<file path="config.mk">
export PLATFORM = sky130hd
export DESIGN_NAME = sync_decoder
export DESIGN_NICKNAME = d
export VERILOG_FILES = /design/src/rtl/sync_decoder.sv
export SDC_FILE = /design/constraint.sdc
export NUM_CORES = 1
export LEC_CHECK = 0
export ABC_AREA = 1
export BUFFER_PORTS_ARGS = -buffer_cell sky130_fd_sc_hd__buf_4
export CORE_AREA = 10 10 81 83
export DETAILED_ROUTE_END_ITERATION = 10
export DIE_AREA = 0 0 91 93
export PLACE_DENSITY_LB_ADDON = 0.1
export SLEW_MARGIN = 30
export SYNTH_ARGS = -nofsm -noshare
export SYNTH_HDL_FRONTEND = slang
export SYNTH_SLANG_ARGS = --single-unit
</file>
<file path="constraint.sdc">
create_clock -name clk -period 4.6 [get_ports clk]
set_clock_uncertainty 0.05 [all_clocks]
set_input_delay 0.92 -clock clk [delete_from_list [all_inputs] [get_ports clk]]
set_output_delay 0.92 -clock clk [all_outputs]
set_load 0.02 [all_outputs]
</file>
<file path="src/rtl/sync_decoder.sv">
// -----------------------------------------------------------------------------
// sync_decoder
//
// Receive-side partner of the composite line-timing generator. It slices
// digitized composite video and qualifies Hsync tips by width and line period.
// A flywheel line counter tracks the line. Once locked, the block reports the
// same porch/Hsync/colourBurst/activeVideo phase encoding as the generator.
//
// Ports
//   clk         system clock, one sample per clock
//   reset       asynchronous, active-low reset
//   sample      digitized composite video from the ADC capture register
//   state       line phase: 0=Hsync 1=porch 2=colourBurst 3=activeVideo
//                 (forced to porch while unlocked)
//   locked      high while the acquisition FSM is in LOCKED
//   line_start  1-clk pulse when the line counter wraps to 0 while locked
//   sync_ok     1-clk pulse for every width-qualified sync tip
// -----------------------------------------------------------------------------
module sync_decoder #(
  parameter int unsigned DATA_W     = 8,
  parameter int unsigned SYNC_LEVEL = 40,
  parameter int unsigned HSYNC_MIN  = 200,
  parameter int unsigned HSYNC_MAX  = 270,
  parameter int unsigned HSYNC_END  = 310,
  parameter int unsigned LINE_LEN   = 3176,
  parameter int unsigned PERIOD_TOL = 8,
  parameter int unsigned LOCK_LINES = 4,
  parameter int unsigned MISS_LINES = 3
) (
  input  logic              clk,
  input  logic              reset,
  input  logic [DATA_W-1:0] sample,
  output logic [2:0]        state,
  output logic              locked,
  output logic              line_start,
  output logic              sync_ok
);

  localparam logic [DATA_W-1:0] SyncLevel = DATA_W'(SYNC_LEVEL);
  localparam logic [11:0]       HsyncMin  = 12'(HSYNC_MIN);
  localparam logic [11:0]       HsyncMax  = 12'(HSYNC_MAX);
  localparam logic [11:0]       SyncLoad  = 12'(HSYNC_END + 1);
  localparam logic [11:0]       LineLast  = 12'(LINE_LEN - 1);
  localparam logic [11:0]       PerLo     = 12'(LINE_LEN - PERIOD_TOL);
  localparam logic [11:0]       PerHi     = 12'(LINE_LEN + PERIOD_TOL);
  localparam logic [11:0]       CntMax    = 12'hfff;
  localparam logic [3:0]        LockLines = 4'(LOCK_LINES);
  localparam logic [3:0]        MissLines = 4'(MISS_LINES);

  // Line-phase boundaries, matching the generator's timing.
  localparam logic [11:0] EndPorch0 = 12'd75;
  localparam logic [11:0] EndHsync  = 12'd310;
  localparam logic [11:0] EndPorch1 = 12'd340;
  localparam logic [11:0] EndBurst  = 12'd465;
  localparam logic [11:0] EndPorch2 = 12'd545;

  localparam logic [2:0] PhHsync  = 3'd0;
  localparam logic [2:0] PhPorch  = 3'd1;
  localparam logic [2:0] PhBurst  = 3'd2;
  localparam logic [2:0] PhActive = 3'd3;

  typedef enum logic [1:0] {
    StSearch,
    StAcquire,
    StLocked
  } fsm_e;

  fsm_e        fsm_q, fsm_d;
  logic        sync_low_q, sync_low_d;
  logic [11:0] pw_q, pw_d;
  logic [11:0] per_q, per_d;
  logic [11:0] count_q, count_d;
  logic [3:0]  good_q, good_d;
  logic [3:0]  miss_q, miss_d;
  logic        seen_q, seen_d;
  logic        sync_ok_q, sync_ok_d;
  logic        locked_q, locked_d;
  logic        line_start_q, line_start_d;
  logic [2:0]  state_q, state_d;

  logic sync_fall;
  logic per_good;
  logic good_sync;
  logic align;
  logic wrap;

  function automatic logic [2:0] decode_phase(input logic [11:0] c);
    logic [2:0] ph;
    if (c < EndPorch0) begin
      ph = PhPorch;
    end else if (c < EndHsync) begin
      ph = PhHsync;
    end else if (c < EndPorch1) begin
      ph = PhPorch;
    end else if (c < EndBurst) begin
      ph = PhBurst;
    end else if (c < EndPorch2) begin
      ph = PhPorch;
    end else begin
      ph = PhActive;
    end
    return ph;
  endfunction

  // Slicer, width counter and width qualification.
  always_comb begin
    sync_low_d = (sample < SyncLevel);

    if (sync_low_q) begin
      pw_d = (pw_q == CntMax) ? pw_q : pw_q + 12'd1;
    end else begin
      pw_d = 12'd0;
    end

    // pw only clears one clock after sync_low drops, so a non-zero pw with
    // sync_low low marks the trailing edge and still holds the full width.
    sync_fall = !sync_low_q && (pw_q != 12'd0);
    sync_ok_d = sync_fall && (pw_q >= HsyncMin) && (pw_q <= HsyncMax);
  end

  // Period measurement, flywheel line counter and acquisition FSM.
  always_comb begin
    if (sync_ok_q) begin
      per_d = 12'd0;
    end else begin
      per_d = (per_q == CntMax) ? per_q : per_q + 12'd1;
    end

    per_good  = (per_q >= PerLo) && (per_q <= PerHi);
    good_sync = sync_ok_q && per_good;
    // Once locked, only on-period syncs may pull the flywheel.
    align     = sync_ok_q && ((fsm_q != StLocked) || per_good);
    wrap      = (count_q == LineLast);

    if (align) begin
      count_d = SyncLoad;
    end else if (wrap) begin
      count_d = 12'd0;
    end else begin
      count_d = count_q + 12'd1;
    end

    fsm_d  = fsm_q;
    good_d = good_q;
    miss_d = miss_q;
    seen_d = seen_q;

    unique case (fsm_q)
      StSearch: begin
        if (sync_ok_q) begin
          fsm_d  = StAcquire;
          good_d = 4'd0;
        end
      end
      StAcquire: begin
        if (sync_ok_q) begin
          if (per_good) begin
            good_d = good_q + 4'd1;
            if (good_q + 4'd1 >= LockLines) begin
              fsm_d  = StLocked;
              miss_d = 4'd0;
              // The locking sync covers the line it sits in.
              seen_d = 1'b1;
            end
          end else begin
            good_d = 4'd0;
          end
        end else if (per_q > PerHi) begin
          fsm_d = StSearch;
        end
      end
      StLocked: begin
        // Miss check looks at the flag as it stood before this clock's sync.
        if (wrap) begin
          seen_d = 1'b0;
          if (!seen_q) begin
            miss_d = miss_q + 4'd1;
          end
        end
        if (good_sync) begin
          miss_d = 4'd0;
          seen_d = 1'b1;
        end
        if (miss_d >= MissLines) begin
          fsm_d = StSearch;
        end
      end
      default: begin
        fsm_d = StSearch;
      end
    endcase
  end

  // Registered outputs; state is decoded from the next count so it lines up
  // with the counter value of the same cycle.
  always_comb begin
    locked_d     = (fsm_d == StLocked);
    state_d      = locked_d ? decode_phase(count_d) : PhPorch;
    line_start_d = locked_q && wrap && !align;
  end

  always_ff @(posedge clk or negedge reset) begin
    if (!reset) begin
      fsm_q        <= StSearch;
      sync_low_q   <= 1'b0;
      pw_q         <= 12'd0;
      per_q        <= 12'd0;
      count_q      <= 12'd0;
      good_q       <= 4'd0;
      miss_q       <= 4'd0;
      seen_q       <= 1'b0;
      sync_ok_q    <= 1'b0;
      locked_q     <= 1'b0;
      line_start_q <= 1'b0;
      state_q      <= PhPorch;
    end else begin
      fsm_q        <= fsm_d;
      sync_low_q   <= sync_low_d;
      pw_q         <= pw_d;
      per_q        <= per_d;
      count_q      <= count_d;
      good_q       <= good_d;
      miss_q       <= miss_d;
      seen_q       <= seen_d;
      sync_ok_q    <= sync_ok_d;
      locked_q     <= locked_d;
      line_start_q <= line_start_d;
      state_q      <= state_d;
    end
  end

  assign state      = state_q;
  assign locked     = locked_q;
  assign line_start = line_start_q;
  assign sync_ok    = sync_ok_q;

endmodule

</file>
==> flow_metrics.env <==
export IMPL_cap_violations=0
export IMPL_die_h_um=93
export IMPL_path_class="reg -> reg"
export IMPL_avgSynthCellArea_um2=7.29
export IMPL_layout_commonest_cell="nand2_1"
export IMPL_htreeDepth=2
export IMPL_async_reset_ff_share_pct=100
export IMPL_cts_hold_buf=0
export IMPL_slew_headroom_pct=56.8
export IMPL_ant_nets=0
export IMPL_crit_fanout=14
export IMPL_nFillCells=484
export IMPL_fp_row_count=26
export IMPL_required_ns=4.76
export IMPL_rsz0062_at_grt="false"
export IMPL_first_global_vias=2683
export IMPL_diodes=0
export IMPL_clock_sinks=53
export IMPL_ys_ff_latch=53
export IMPL_synthToLayoutAreaGrowth_pct=6.89
export IMPL_regArea_um2=1330
export IMPL_critPathLaunchType="flip-flop"
export IMPL_hold_path_class="reg -> reg"
export IMPL_synth_largest_area_cell="dfrtp_1"
export IMPL_start_util_pct=63.4
export IMPL_drt_iter0_drc=191
export IMPL_numCtsBuffers=5
export IMPL_die_area_um2=8460
export IMPL_cts_clk_slew_worst_paths_ns=0.10
export IMPL_ys_seq_area_share_pct=41.8
export IMPL_vdd_drop_max_v=0.000180
export IMPL_fin_ws_ns=2.20
export IMPL_cts_max_path_buffers=2
export IMPL_synth_area_top_cells="dfrtp_1 (41%), nand2_1 (12%), inv_1 (8.4%), nor2_1 (5.8%), o21ai_0 (4.7%)"
export IMPL_drive_gt1_share_pct=10.2
export IMPL_status="completed"
export IMPL_finalCritPeriodShare_pct=52.2
export IMPL_io_pins=16
export IMPL_pre_cts_ws_ns=2.21
export IMPL_routedWlPerCell_um=12.0
export IMPL_arrival_ns=2.56
export IMPL_nets=466
export IMPL_drc=0
export IMPL_via_count=2713
export IMPL_max_stage_delay_ns=0.51
export IMPL_worst_path_most_repeated_cell="nor2_1"
export IMPL_synth_cells=436
export IMPL_netlist_area_um2=3180
export IMPL_die_w_um=91
export IMPL_cts_tree="done"
export IMPL_synth_edff_count=0
export IMPL_synth_ff_type="dfrtp_1"
export IMPL_root_buffer="clkbuf_8"
export IMPL_hold_viol_final=0
export IMPL_insertion_delay_ns=0.31
export IMPL_grt_pass1_wl_um=11200
export IMPL_ys_warn_count=0
export IMPL_portBuffers=11
export IMPL_antenna_found_initial=0
export IMPL_placedInstanceArea_um2=3310
export IMPL_final_cell_mix="nand2_1 (103), inv_1 (71), dfrtp_1 (52)"
export IMPL_multiInputGateArea_um2=1530
export IMPL_critPathBufInv=2
export IMPL_tightestPinTransition_ns=0.648
export IMPL_setup_viol=0
export IMPL_cts_setup_buffers=0
export IMPL_synth_top_area_share_pct=40.9
export IMPL_place_gp_congestion=0.896
export IMPL_grt_max_degree=54
export IMPL_gr_total_overflow=0
export IMPL_core_region_area_um2=5010
export IMPL_fin_crit_ns=2.40
export IMPL_post_cts_resize_count=0
export IMPL_netlist_cell_type_count=35
export IMPL_dp_hpwl_um=4760
export IMPL_drt_pre_antenna_iters=4
export IMPL_grt_total_usage_pct=15.6
export IMPL_worstSetupEndpointType="flip-flop"
export IMPL_total_power_mw=0.748
export IMPL_fin_setup_tns_ns=0
export IMPL_max_freq_mhz=417
export IMPL_crit_family="simple AND/OR/NAND/NOR gates"
export IMPL_vias_per_cell=5.22
export IMPL_syn_nets=453
export IMPL_drv_slew=0
export IMPL_wirelength_um=6250
export IMPL_post_route_util_pct=67.8
export IMPL_p_per_area_nw_per_um2=220
export IMPL_stdcell_area_um2=3400
export IMPL_path_cells="inv_1 -> ha_1 -> nand3_1 -> nor2_1 -> o21ai_2 -> nand2_2 -> nor2_2 -> inv_2 -> nor2_1 -> nand2_1 -> nand2_1 -> nand2_1 -> nor2_1 -> nor2_1"
export IMPL_crit_slowest_cell="o21ai_2"
export IMPL_p_leak_nw=1.72
==> where the power goes <==
| group | total, mW | switching, mW | internal [mW] |
|---|---|---|---|
| Combinational | 0.0167 | 0.0121 | 0.00466 |
| Sequential | 0.468 | 0.00149 | 0.467 |
| Clock | 0.263 | 0.156 | 0.108 |
==> per-stage QoR <==
step,hold WS [ns],std cells
floorplan,0.410,436
global placement,0.436,512
detailed placement,0.445,512
CTS,0.463,520
global route,0.485,520
finish,0.464,520
==> per-layer routing <==
| layer | track usage (%) | vias to the layer above | wire length, µm | share of wire [%] |
|---|---|---|---|---|
| li1 | - | 1416 | - | - |
| met5 | 0 | - | 0 | 0 |
| met2 | 27.1 | 34 | 2930 | 47 |
| met1 | 19.0 | 1259 | 3000 | 48 |
| met4 | 5.22 | 0 | 64 | 1.0 |
| met3 | 3.28 | 4 | 249 | 4.0 |
==> sequential cells by signal, indices dropped and copies added (netlist names) <==
name        flops
seen_q          1
fsm_q           2
line_start      1
locked          1
miss_q          4
sync_ok         1
pw_q           12
per_q          12
count_q        12
state           2
good_q          4
sync_low_q      1
==> cells in the mapped netlist, types with 3 or more instances <==
cell,count
nand2_1,103
nand3_2,4
nand2_2,5
nand4_1,13
nor2_1,49
a31oi_1,3
inv_1,71
inv_2,5
a211oi_1,10
a21oi_1,14
nor3_1,7
nand3_1,27
nor2_2,8
xor2_1,5
o21ai_0,30
dfrtp_1,52
ha_1,7
==> layout make-up <==
class | instances | area share, %
Multi-Input combinational cell | 302 | 44.9
Sequential cell | 53 | 39.1
Inverter | 76 | 8.40
Tap cell | 70 | 2.58
Timing Repair Buffer | 11 | 2.43
Clock buffer | 6 | 2.14
Clock inverter | 2 | 0.442
==> path summary, 6_finish.rpt <==
path	from	end	slack (ns)	depth (start not counted)
worst min register to register	per_q[10]$_DFFE_PN0P_	per_q[10]$_DFFE_PN0P_	0.46	1
worst max register to register	per_q[0]$_DFFE_PN0P_	state[1]$_DFF_PN0_	2.20	14
worst min-delay path	per_q[10]$_DFFE_PN0P_	per_q[10]$_DFFE_PN0P_	0.46	1
max in group asynchronous	reset	miss_q[2]$_DFFE_PN0P_	3.49	1
min in group asynchronous	reset	count_q[4]$_DFF_PN0_	0.59	1
worst max-delay path	per_q[0]$_DFFE_PN0P_	state[1]$_DFF_PN0_	2.20	14
==> cell families (layout without fill, tap and decap cells) <==
logic type	Yosys count	in the layout	synth area share, %
DFF	53	53	41.8
AOI/OAI and AO/OA	65	65	12.0
xor gates and xnor gates	7	7	1.93
and+or+nand+nor	222	222	31.2
other	1	1	0.118
adders and majority gates	7	7	2.76
buffers and inverters	81	95	10.2
Note: power is estimated with default switching activity, not from simulation.
